<file path="src/rtl/iq_demux_two_outputs.sv">
// Splits interleaved little-endian 16-bit I/Q bytes into two quantized 32-bit
// streams, pushing I and Q together once a full 4-byte group has been popped.
module iq_quant #(
    parameter int DATA_WIDTH = 32,
    parameter int QUANT_BITS = 10
) (
    input  logic [15:0]           raw,
    output logic [DATA_WIDTH-1:0] quant
);
    logic [DATA_WIDTH-1:0] ext;

    assign ext   = {{(DATA_WIDTH-16){raw[15]}}, raw};
    assign quant = ext << QUANT_BITS;
endmodule

module iq_demux_two_outputs #(
    parameter int DATA_WIDTH = 32,
    parameter int BYTE_WIDTH = 8,
    parameter int QUANT_BITS = 10
) (
    input  logic                  clock,
    input  logic                  reset,
    output logic                  in_rd_en,
    input  logic                  in_empty,
    input  logic [BYTE_WIDTH-1:0] in_dout,
    output logic                  i_out_wr_en,
    input  logic                  i_out_full,
    output logic [DATA_WIDTH-1:0] i_out_din,
    output logic                  q_out_wr_en,
    input  logic                  q_out_full,
    output logic [DATA_WIDTH-1:0] q_out_din
);
    typedef enum logic {S_READ, S_WRITE} state_t;

    state_t                      state, state_next;
    logic [1:0]                  byte_cnt;
    // sample[0] is I, sample[1] is Q; byte_cnt[1] picks the component
    logic [1:0][15:0]            sample;
    logic [1:0][DATA_WIDTH-1:0]  quant;

    always_comb begin
        state_next  = state;
        in_rd_en    = 1'b0;
        i_out_wr_en = 1'b0;
        q_out_wr_en = 1'b0;
        case (state)
            S_READ: begin
                in_rd_en = reset && !in_empty;
                if (in_rd_en && byte_cnt == 2'd3)
                    state_next = S_WRITE;
            end
            S_WRITE: begin
                // I and Q are only ever pushed as a pair
                if (reset && !i_out_full && !q_out_full) begin
                    i_out_wr_en = 1'b1;
                    q_out_wr_en = 1'b1;
                    state_next  = S_READ;
                end
            end
            default: state_next = S_READ;
        endcase
    end

    always_ff @(posedge clock or negedge reset) begin
        if (!reset) begin
            state    <= S_READ;
            byte_cnt <= 2'd0;
            sample   <= '0;
        end else begin
            state <= state_next;
            if (in_rd_en) begin
                byte_cnt <= byte_cnt + 2'd1;
                sample[byte_cnt[1]][{byte_cnt[0], 3'b000} +: 8] <= in_dout[7:0];
            end
        end
    end

    for (genvar g = 0; g < 2; g++) begin : g_quant
        iq_quant #(
            .DATA_WIDTH(DATA_WIDTH),
            .QUANT_BITS(QUANT_BITS)
        ) u_quant (
            .raw  (sample[g]),
            .quant(quant[g])
        );
    end

    assign i_out_din = quant[0];
    assign q_out_din = quant[1];
endmodule
</file>
<file path="config.mk">
export PLATFORM = sky130hd
export DESIGN_NAME = iq_demux_two_outputs
export DESIGN_NICKNAME = d
export VERILOG_FILES = /design/src/rtl/iq_demux_two_outputs.sv
export SDC_FILE = /design/constraint.sdc
export NUM_CORES = 1
export LEC_CHECK = 0
export ABC_AREA = 1
export BUFFER_PORTS_ARGS = -buffer_cell sky130_fd_sc_hd__clkbuf_2
export CORE_ASPECT_RATIO = 1.4
export CORE_MARGIN = 2
export CORE_UTILIZATION = 50
export CTS_CLUSTER_SIZE = 24
export DETAILED_ROUTE_END_ITERATION = 12
export PLACE_DENSITY = 0.8
export SYNTH_ARGS = -nofsm -noshare
export SYNTH_HDL_FRONTEND = slang
export SYNTH_HIERARCHICAL = 1
export SYNTH_SLANG_ARGS = --single-unit
</file>
<file path="constraint.sdc">
create_clock -name clock -period 1.83 [get_ports clock]
set_input_delay 0.366 -clock clock [delete_from_list [all_inputs] [get_ports clock]]
set_output_delay 0.366 -clock clock [all_outputs]
set_load 0.1 [all_outputs]
</file>
==> results.cfg, run 1 <==
[outcome]
status = completed

[synthesis]
yosys_warnings = 6
ys_seq_area_share_pct = 39.1
syn-cell-area_um2 = 2240
synth_top_area_cell = dfrtp_1
syn_area_per_cell_um2 = 8.51
ys_top_cells_by_count = 83 x nand2_1, 66 x buf_4, 35 x dfrtp_1
synthDistinctLibCells = 21
async_reset_ff_share_pct = 100
synthFlopType = dfrtp_1
yosysMostFrequentCell = nand2_1
synth_top_area_share_pct = 39.1
synthTopCellsByArea = dfrtp_1 39%, buf_4 22%, nand2_1 14%, nand3_1 4.7%, nand4_4 3.8%
syn_inst = 263
synth_edf_count = 0
synth-seq-cells = 35

[die]
start_util_pct = 52.4
io_pins = 80
fp.dieW_um = 60.6
dieArea_um2 = 5040
rows = 28
chipHeight_um = 83.2
coreArea_um2 = 4270

[finish]
nets = 296
nFillCells = 424
area_delta_synth_final_pct = 1.68
drive_gt1_share_pct = 30.2
fin_cells = 338
final_cell_area_um2 = 2280
insertedDiodeCount = 0

[critical_path]
crit_path_max_fanout = 6
cp.required_ns = 1.46
r2r_cells = 5
arrival_ns = 1.35
r2r-end = sample[21]$_DFFE_PN0P_
start_kind = flop
critPathKind = reg -> out
crit_path_end_kind = output pin
r2r_slack_ns = 0.31
r2r-start = byte_cnt[0]$_DFFE_PN0P_

[drt]
drc_errors = 0
ant_nets = 0
post_drt_via_cell_ratio = 4.49
drt_iter0_markers = 64
vias = 1516
dr.max_layer_used = met4
route.met2.wl_um = 1970
drt-met1-wl_um = 1610
wire_per_inst_um = 11.4
wl_met3_um = 221
totalWireLength_um = 3870
first_pass_iters = 4

[cts]
cts_buffer_depth = 2
cts_resized = 0
cts_tree = yes
clkTransAtPathRegs_ns = 0.06
post_cts_buffers = 0
clk_latency_ns = 0.28
postCtsHoldBufs = 0
h-tree-depth = 2
cts.sinks = 35
cts_root_buf = clkbuf_8
cts_buffers = 5

[placement]
portBuffers = 59
placed_area_um2 = 2200
dp_cells = 332
dp_hpwl_um = 3040
gp_congestion = 0.846

[timing]
max_slew.worst_pin.slew_ns = 0.546
min_period_ns = 1.71
clock_skew_ns = 0.00496
fmax_mhz = 584
slew_viol_final = 0
setup_violations = 0
rsz0062_at_grt = no
fin_setup_tns_ns = 0
period_share_pct = 93.5
finalHoldViolCount = 0
slew_headroom_pct = 63.8

[global_route]
grt_max_degree = 31
grt_pass1_wl_um = 6360
grtUsageTotal_pct = 16.6
antenna_found_initial = 0
grt_pass1_vias = 1461
grt.overflow.total = 0

[min_path]
hp-class = in -> async

[flow_run]
drv_cap = 0
-- cell type report --
class	instances	area, um^2	share of cell area [%]
Multi-Input combinational cell	152	786	34.5
Tap cell	60	75.1	3.30
Timing Repair Buffer	64	378	16.6
Sequential cell	35	876	38.5
Inverter	21	88.8	3.90
Clock buffer	6	72.6	3.19
-- logic make-up after synthesis --
logic type,share of synthesized area [%]
AO/OA/AOI/OAI,0.223
XOR/XNOR,0.391
adder cells (fa/ha/maj),2.24
buffers and inverters,29.1
flip-flops,39.1
other,0.336
AND/OR/NAND/NOR,28.6
-- metal layers --
| metal | track usage (%) | vias up |
|---|---|---|
| met1 | 20.0 | 697 |
| met4 | 6.72 | 0 |
| li1 | - | 747 |
| met3 | 4.05 | 9 |
| met5 | 0 | - |
| met2 | 27.7 | 63 |
-- worst max-delay path, stage by stage (launching register included) --
cell and delay (ns):
dfrtp_1 0.55, inv_4 0.15, nor2_4 0.17, buf_12 0.19
-- flip-flops by register name, summed over array words and instances (netlist names) --
register	count
sample	32
byte_cnt	2
state	1
-- cell usage in the layout, fill, tap and decap left out --
cell,count
nor2_8,1
nand2_1,83
nor2_4,1
nor2_2,1
clkbuf_8,5
nand3b_1,1
inv_1,19
conb_1,20
buf_4,5
clkbuf_1,1
nor2_1,8
buf_12,3
nand3_1,21
inv_4,1
dfrtp_1,35
nand3_2,5
ha_1,4
inv_8,1
clkbuf_2,56
xor2_1,1
nand2_8,1
nand4_4,4
o21ai_1,1
-- through the flow --
stage / worst slack, ns / hold WS, ns / util (%)
6_report: 0.119 / 0.129 / 53.2
5_1_grt: 0.0594 / 0.151 / 53.2
4_1_cts: 0.0950 / 0.131 / 53.2
3_5_place_dp: 0.210 / 0.444 / 51.6
3_3_place_gp: 0.290 / 0.440 / 51.6
2_1_floorplan: 0.0173 / 0.0704 / -
-- worst max path at each step --
stage / startpoint / end / slack (ns) / cells past startpoint
after floorplan: reset / q_out_wr_en / 0.02 / 4
after global placement: reset / sample[25]$_DFFE_PN0P_ / 0.29 / 6
after detailed placement: reset / sample[29]$_DFFE_PN0P_ / 0.21 / 6
after CTS: state$_DFF_PN0_ / q_out_wr_en / 0.09 / 3
after global routing: state$_DFF_PN0_ / i_out_wr_en / 0.06 / 3
final: state$_DFF_PN0_ / q_out_wr_en / 0.12 / 3
Power of run 1 is left out: the tool's default activity adds up to more than one toggle a clock period on the data nets, which glitch-free logic cannot reach.
==> inputs of run 2 (changes only) <==
--- a/config.mk
+++ b/config.mk
@@ -9,11 +9,11 @@
 export BUFFER_PORTS_ARGS = -buffer_cell sky130_fd_sc_hd__clkbuf_2
 export CORE_ASPECT_RATIO = 1.4
 export CORE_MARGIN = 2
-export CORE_UTILIZATION = 50
+export CORE_UTILIZATION = 48
+export CTS_BUF_LIST = sky130_fd_sc_hd__clkbuf_16
 export CTS_CLUSTER_SIZE = 24
 export DETAILED_ROUTE_END_ITERATION = 12
-export PLACE_DENSITY = 0.8
+export PLACE_DENSITY = 0.79
 export SYNTH_ARGS = -nofsm -noshare
 export SYNTH_HDL_FRONTEND = slang
-export SYNTH_HIERARCHICAL = 1
 export SYNTH_SLANG_ARGS = --single-unit
==> run 2 against run 1 <==
Utilization increased by 6.1 points. Largest cell class unchanged. Fmax rose by 2.1%. Via count up 0.33%. Synthesized cell count fell by 13%. Cell area up 3.1%. Wire length is 4.5% higher. Sequential share of layout area down 1.1 points. Die area down 6.8%.
==> results.cfg, run 2 <==
[outcome]
status = completed

[synthesis]
syn_area_per_cell_um2 = 8.67
async_reset_ff_share_pct = 100
yosys_warnings = 0
syn-cell-area_um2 = 1990
ys_seq_area_share_pct = 43.9
syn_inst = 230
synthTopCellsByArea = dfrtp_1 44%, nand2_1 16%, buf_4 13%, nand3_1 5.3%, nand4_4 4.3%
synthDistinctLibCells = 21
synth_edf_count = 0
synthFlopType = dfrtp_1
synth_top_area_cell = dfrtp_1
yosysMostFrequentCell = nand2_1
synth-seq-cells = 35
synth_top_area_share_pct = 43.9
ys_top_cells_by_count = 83 x nand2_1, 35 x dfrtp_1, 34 x buf_4

[critical_path]
r2r_cells = 5
crit_path_max_fanout = 6
cp.required_ns = 1.46
start_kind = flop
crit_path_end_kind = output pin
critPathKind = reg -> out
r2r_slack_ns = 0.50
r2r-start = byte_cnt[0]$_DFFE_PN0P_
arrival_ns = 1.31
r2r-end = sample[9]$_DFFE_PN0P_

[die]
rows = 27
coreArea_um2 = 3950
dieArea_um2 = 4690
chipHeight_um = 80.3
io_pins = 80
start_util_pct = 50.5
fp.dieW_um = 58.5

[cts]
cts_tree = yes
cts_root_buf = clkbuf_16
h-tree-depth = 2
clkTransAtPathRegs_ns = 0.05
cts.sinks = 35
cts_resized = 0
cts_buffers = 5
post_cts_buffers = 0
clk_latency_ns = 0.28
cts_buffer_depth = 2
postCtsHoldBufs = 0

[placement]
portBuffers = 59
gp_congestion = 0.849
dp_hpwl_um = 3060

[drt]
vias = 1521
drc_errors = 0
post_drt_via_cell_ratio = 4.68
drt_iter0_markers = 49
ant_nets = 0
wire_per_inst_um = 12.4
totalWireLength_um = 4040
first_pass_iters = 4

[timing]
fin_setup_tns_ns = 0
slew_headroom_pct = 63.5
holdWs_ns = 0.0670
min_period_ns = 1.68
max_slew.worst_pin.slew_ns = 0.550
rsz0062_at_grt = no
slew_viol_final = 0
setup_violations = 0
finalHoldViolCount = 0
fmax_mhz = 597
clock_skew_ns = 0.00523
period_share_pct = 91.6

[global_route]
antenna_found_initial = 0
grt.overflow.total = 0
grtUsageTotal_pct = 18.4
grt_max_degree = 28
grt_pass1_wl_um = 6400
grt_pass1_vias = 1407

[finish]
layout_commonest_cell = nand2_1
drive_gt1_share_pct = 30.5
mostFrequentLayoutCells = 83 x nand2_1, 56 x clkbuf_2, 35 x dfrtp_1
regMostFlops = sample
largest_register_ff_count = 32
area_delta_synth_final_pct = 17.6
insertedDiodeCount = 0
nets = 298
top_regs = sample x32, byte_cnt x2, state x1

[flow_run]
drv_cap = 0

[min_path]
hp-class = in -> async
-- run 2: final cells by class --
cell class	count	area (um^2)
fillers	359	1610
flip-flops and latches	35	876
clock buffers	5	125
well taps	43	53.8
multi-input cells	152	786
repair buffers	66	405
clock inverters	3	11.3
inverters	21	88.8
-- run 2: worst max path at each step --
| stage | start | end | slack, ns |
|---|---|---|---|
| 6_report | state$_DFF_PN0_ | i_out_wr_en | 0.15 |
| 5_1_grt | state$_DFF_PN0_ | q_out_wr_en | 0.1 |
| 4_1_cts | state$_DFF_PN0_ | i_out_wr_en | 0.14 |
| 3_5_place_dp | reset | sample[18]$_DFFE_PN0P_ | 0.34 |
| 3_3_place_gp | reset | sample[18]$_DFFE_PN0P_ | 0.38 |
| 2_1_floorplan | reset | q_out_wr_en | 0.02 |
-- run 2: metal layers --
metal,GRT usage [%],wire [um],vias to the layer above
li1,-,-,752
met1,21.3,1640,701
met2,30.4,2040,56
met3,4.99,248,12
met4,9.30,121,0
met5,0,0,-
-- run 2: through the flow --
step / setup slack (ns) / area [um^2] / utilization, % / cells
3_3_place_gp: 0.384 / 2210 / 55.9 / 317
6_report: 0.154 / 2350 / 59.4 / 325
4_1_cts: 0.142 / 2350 / 59.4 / 325
2_1_floorplan: 0.0176 / 2090 / - / 249
5_1_grt: 0.0955 / 2350 / 59.4 / 325
3_5_place_dp: 0.344 / 2210 / 55.9 / 317
-- run 2: cell families after synthesis --
group / count (synthesis) / share of synthesized area, %
other: 1 / 0.188
AOI/OAI and AO/OA: 1 / 0.251
DFF: 35 / 43.9
and+or+nand+nor: 126 / 32.1
adders and majority gates: 4 / 2.51
buffers and inverters: 62 / 20.6
xor gates and xnor gates: 1 / 0.439
-- run 2: critical path, stage by stage, from the launching register on --
cell and delay (ns):
dfrtp_1 0.53, inv_4 0.14, nor2_4 0.17, buf_12 0.19
Power of run 2 is left out for the same reason.
==> inputs of run 3 (changes only) <==
--- a/config.mk
+++ b/config.mk
@@ -13,6 +13,7 @@
 export CTS_BUF_LIST = sky130_fd_sc_hd__clkbuf_16
 export CTS_CLUSTER_SIZE = 24
 export DETAILED_ROUTE_END_ITERATION = 12
+export GPL_TIMING_DRIVEN = 0
 export PLACE_DENSITY = 0.79
 export SYNTH_ARGS = -nofsm -noshare
 export SYNTH_HDL_FRONTEND = slang
==> run 3 against run 2 <==
Via count up 7.3%. Non-clock buffer count up 35. Die area unchanged. Critical path type unchanged. Highest routed layer unchanged.
==> results.cfg, run 3 (same netlist as run 2, synthesis figures left out) <==
[timing]
clock_skew_ns = 0.00324
setup_violations = 0
slew_headroom_pct = 63.5
finalHoldViolCount = 0
slew_viol_final = 0
rsz0062_at_grt = no
max_slew.worst_pin.slew_ns = 0.550
fmax_mhz = 578
period_share_pct = 94.5
min_period_ns = 1.73
setup_ws_ns = 0.101

[finish]
nets = 333
top_regs = sample x32, byte_cnt x2, state x1
regMostFlops = sample
mostFrequentLayoutCells = 83 x nand2_1, 55 x clkbuf_2, 34 x dfrtp_1
insertedDiodeCount = 0
largest_register_ff_count = 32
layout_commonest_cell = nand2_1
drive_gt1_share_pct = 38.5
area_delta_synth_final_pct = 32.4
final_cell_area_um2 = 2640

[critical_path]
r2r-start = byte_cnt[0]$_DFFE_PN0P_
r2r_slack_ns = 0.37
cp.required_ns = 1.46
start_kind = flop
arrival_ns = 1.36
crit_path_max_fanout = 10
critPathKind = reg -> out
r2r_cells = 7
r2r-end = sample[23]$_DFFE_PN0P_
crit_path_end_kind = output pin

[cts]
post_cts_buffers = 0
cts_root_buf = clkbuf_16
cts_buffer_depth = 2
clkTransAtPathRegs_ns = 0.05
cts_buffers = 5
cts_tree = yes
h-tree-depth = 2
clk_latency_ns = 0.28
cts.sinks = 35

[drt]
first_pass_iters = 4
dr.max_layer_used = met4
wire_per_inst_um = 11.4
post_drt_via_cell_ratio = 4.53
route.met2.wl_um = 2090
totalWireLength_um = 4120
drt_iter0_markers = 69
ant_nets = 0
drc_errors = 0
wl_met3_um = 287
vias = 1632
drt-met1-wl_um = 1700

[die]
dieArea_um2 = 4690
io_pins = 80
rows = 27
start_util_pct = 50.5
chipHeight_um = 80.3
coreArea_um2 = 3950
fp.dieW_um = 58.5

[global_route]
antenna_found_initial = 0
grt_pass1_wl_um = 6820
grt.overflow.total = 0
grt_pass1_vias = 1516
grt_max_degree = 36
grtUsageTotal_pct = 19.2

[flow_run]
drv_cap = 0

[placement]
placed_area_um2 = 2440
gp_congestion = 0.886
portBuffers = 59
pre_cts_ws_ns = -0.770
dp_hpwl_um = 3140

[outcome]
status = completed

[min_path]
hp-class = in -> async
## run 3: what timing repair did
action                                  CTS  global route
hold endpoints to repair                 35             0
hold buffers                              1             0
pin swaps                                 0             0
gates resized for setup                   8             1
endpoints found under the setup margin    3             1
gates cloned                              0             0
## run 3: worst max-delay path by stage
stage / from / cells past startpoint / slack, ns / endpoint
6_report: state$_DFF_PN0_ / 3 / 0.10 / in_rd_en
5_1_grt: state$_DFF_PN0_ / 3 / 0.05 / in_rd_en
4_1_cts: state$_DFF_PN0_ / 3 / 0.03 / i_out_wr_en
3_5_place_dp: reset / 6 / -0.77 / q_out_wr_en
3_3_place_gp: reset / 6 / -0.72 / in_rd_en
2_1_floorplan: reset / 4 / 0.02 / q_out_wr_en
## run 3: through the flow
stage,util (%),setup TNS (ns),instances,hold slack [ns]
floorplan,-,0,249,0.0704
finish,66.8,0,360,0.0412
CTS,66.8,0,360,0.0554
global placement,61.8,-4.20,351,0.463
detailed placement,61.8,-5.61,351,0.464
global route,66.8,0,360,0.0587
## run 3: layer usage
| layer | global-route usage, % | up-vias |
|---|---|---|
| li1 | - | 821 |
| met1 | 23.7 | 742 |
| met2 | 32.2 | 65 |
| met3 | 4.51 | 4 |
| met4 | 6.51 | 0 |
| met5 | 0 | - |
## run 3: cell type report
type	instances	area [um^2]
tap	43	53.8
fill	321	1310
sequential	35	877
timing repair buffer	60	355
clock buffer	5	125
inverter	21	88.8
buffer	41	344
clock inverter	3	11.3
multi-input combinational	152	786
## run 3: worst max-delay path, stage by stage (launching register included)
cell      delay [ns]
dfrtp_2         0.47
nor2_8          0.21
buf_8           0.16
clkbuf_8        0.24
Power of run 3 is left out for the same reason.
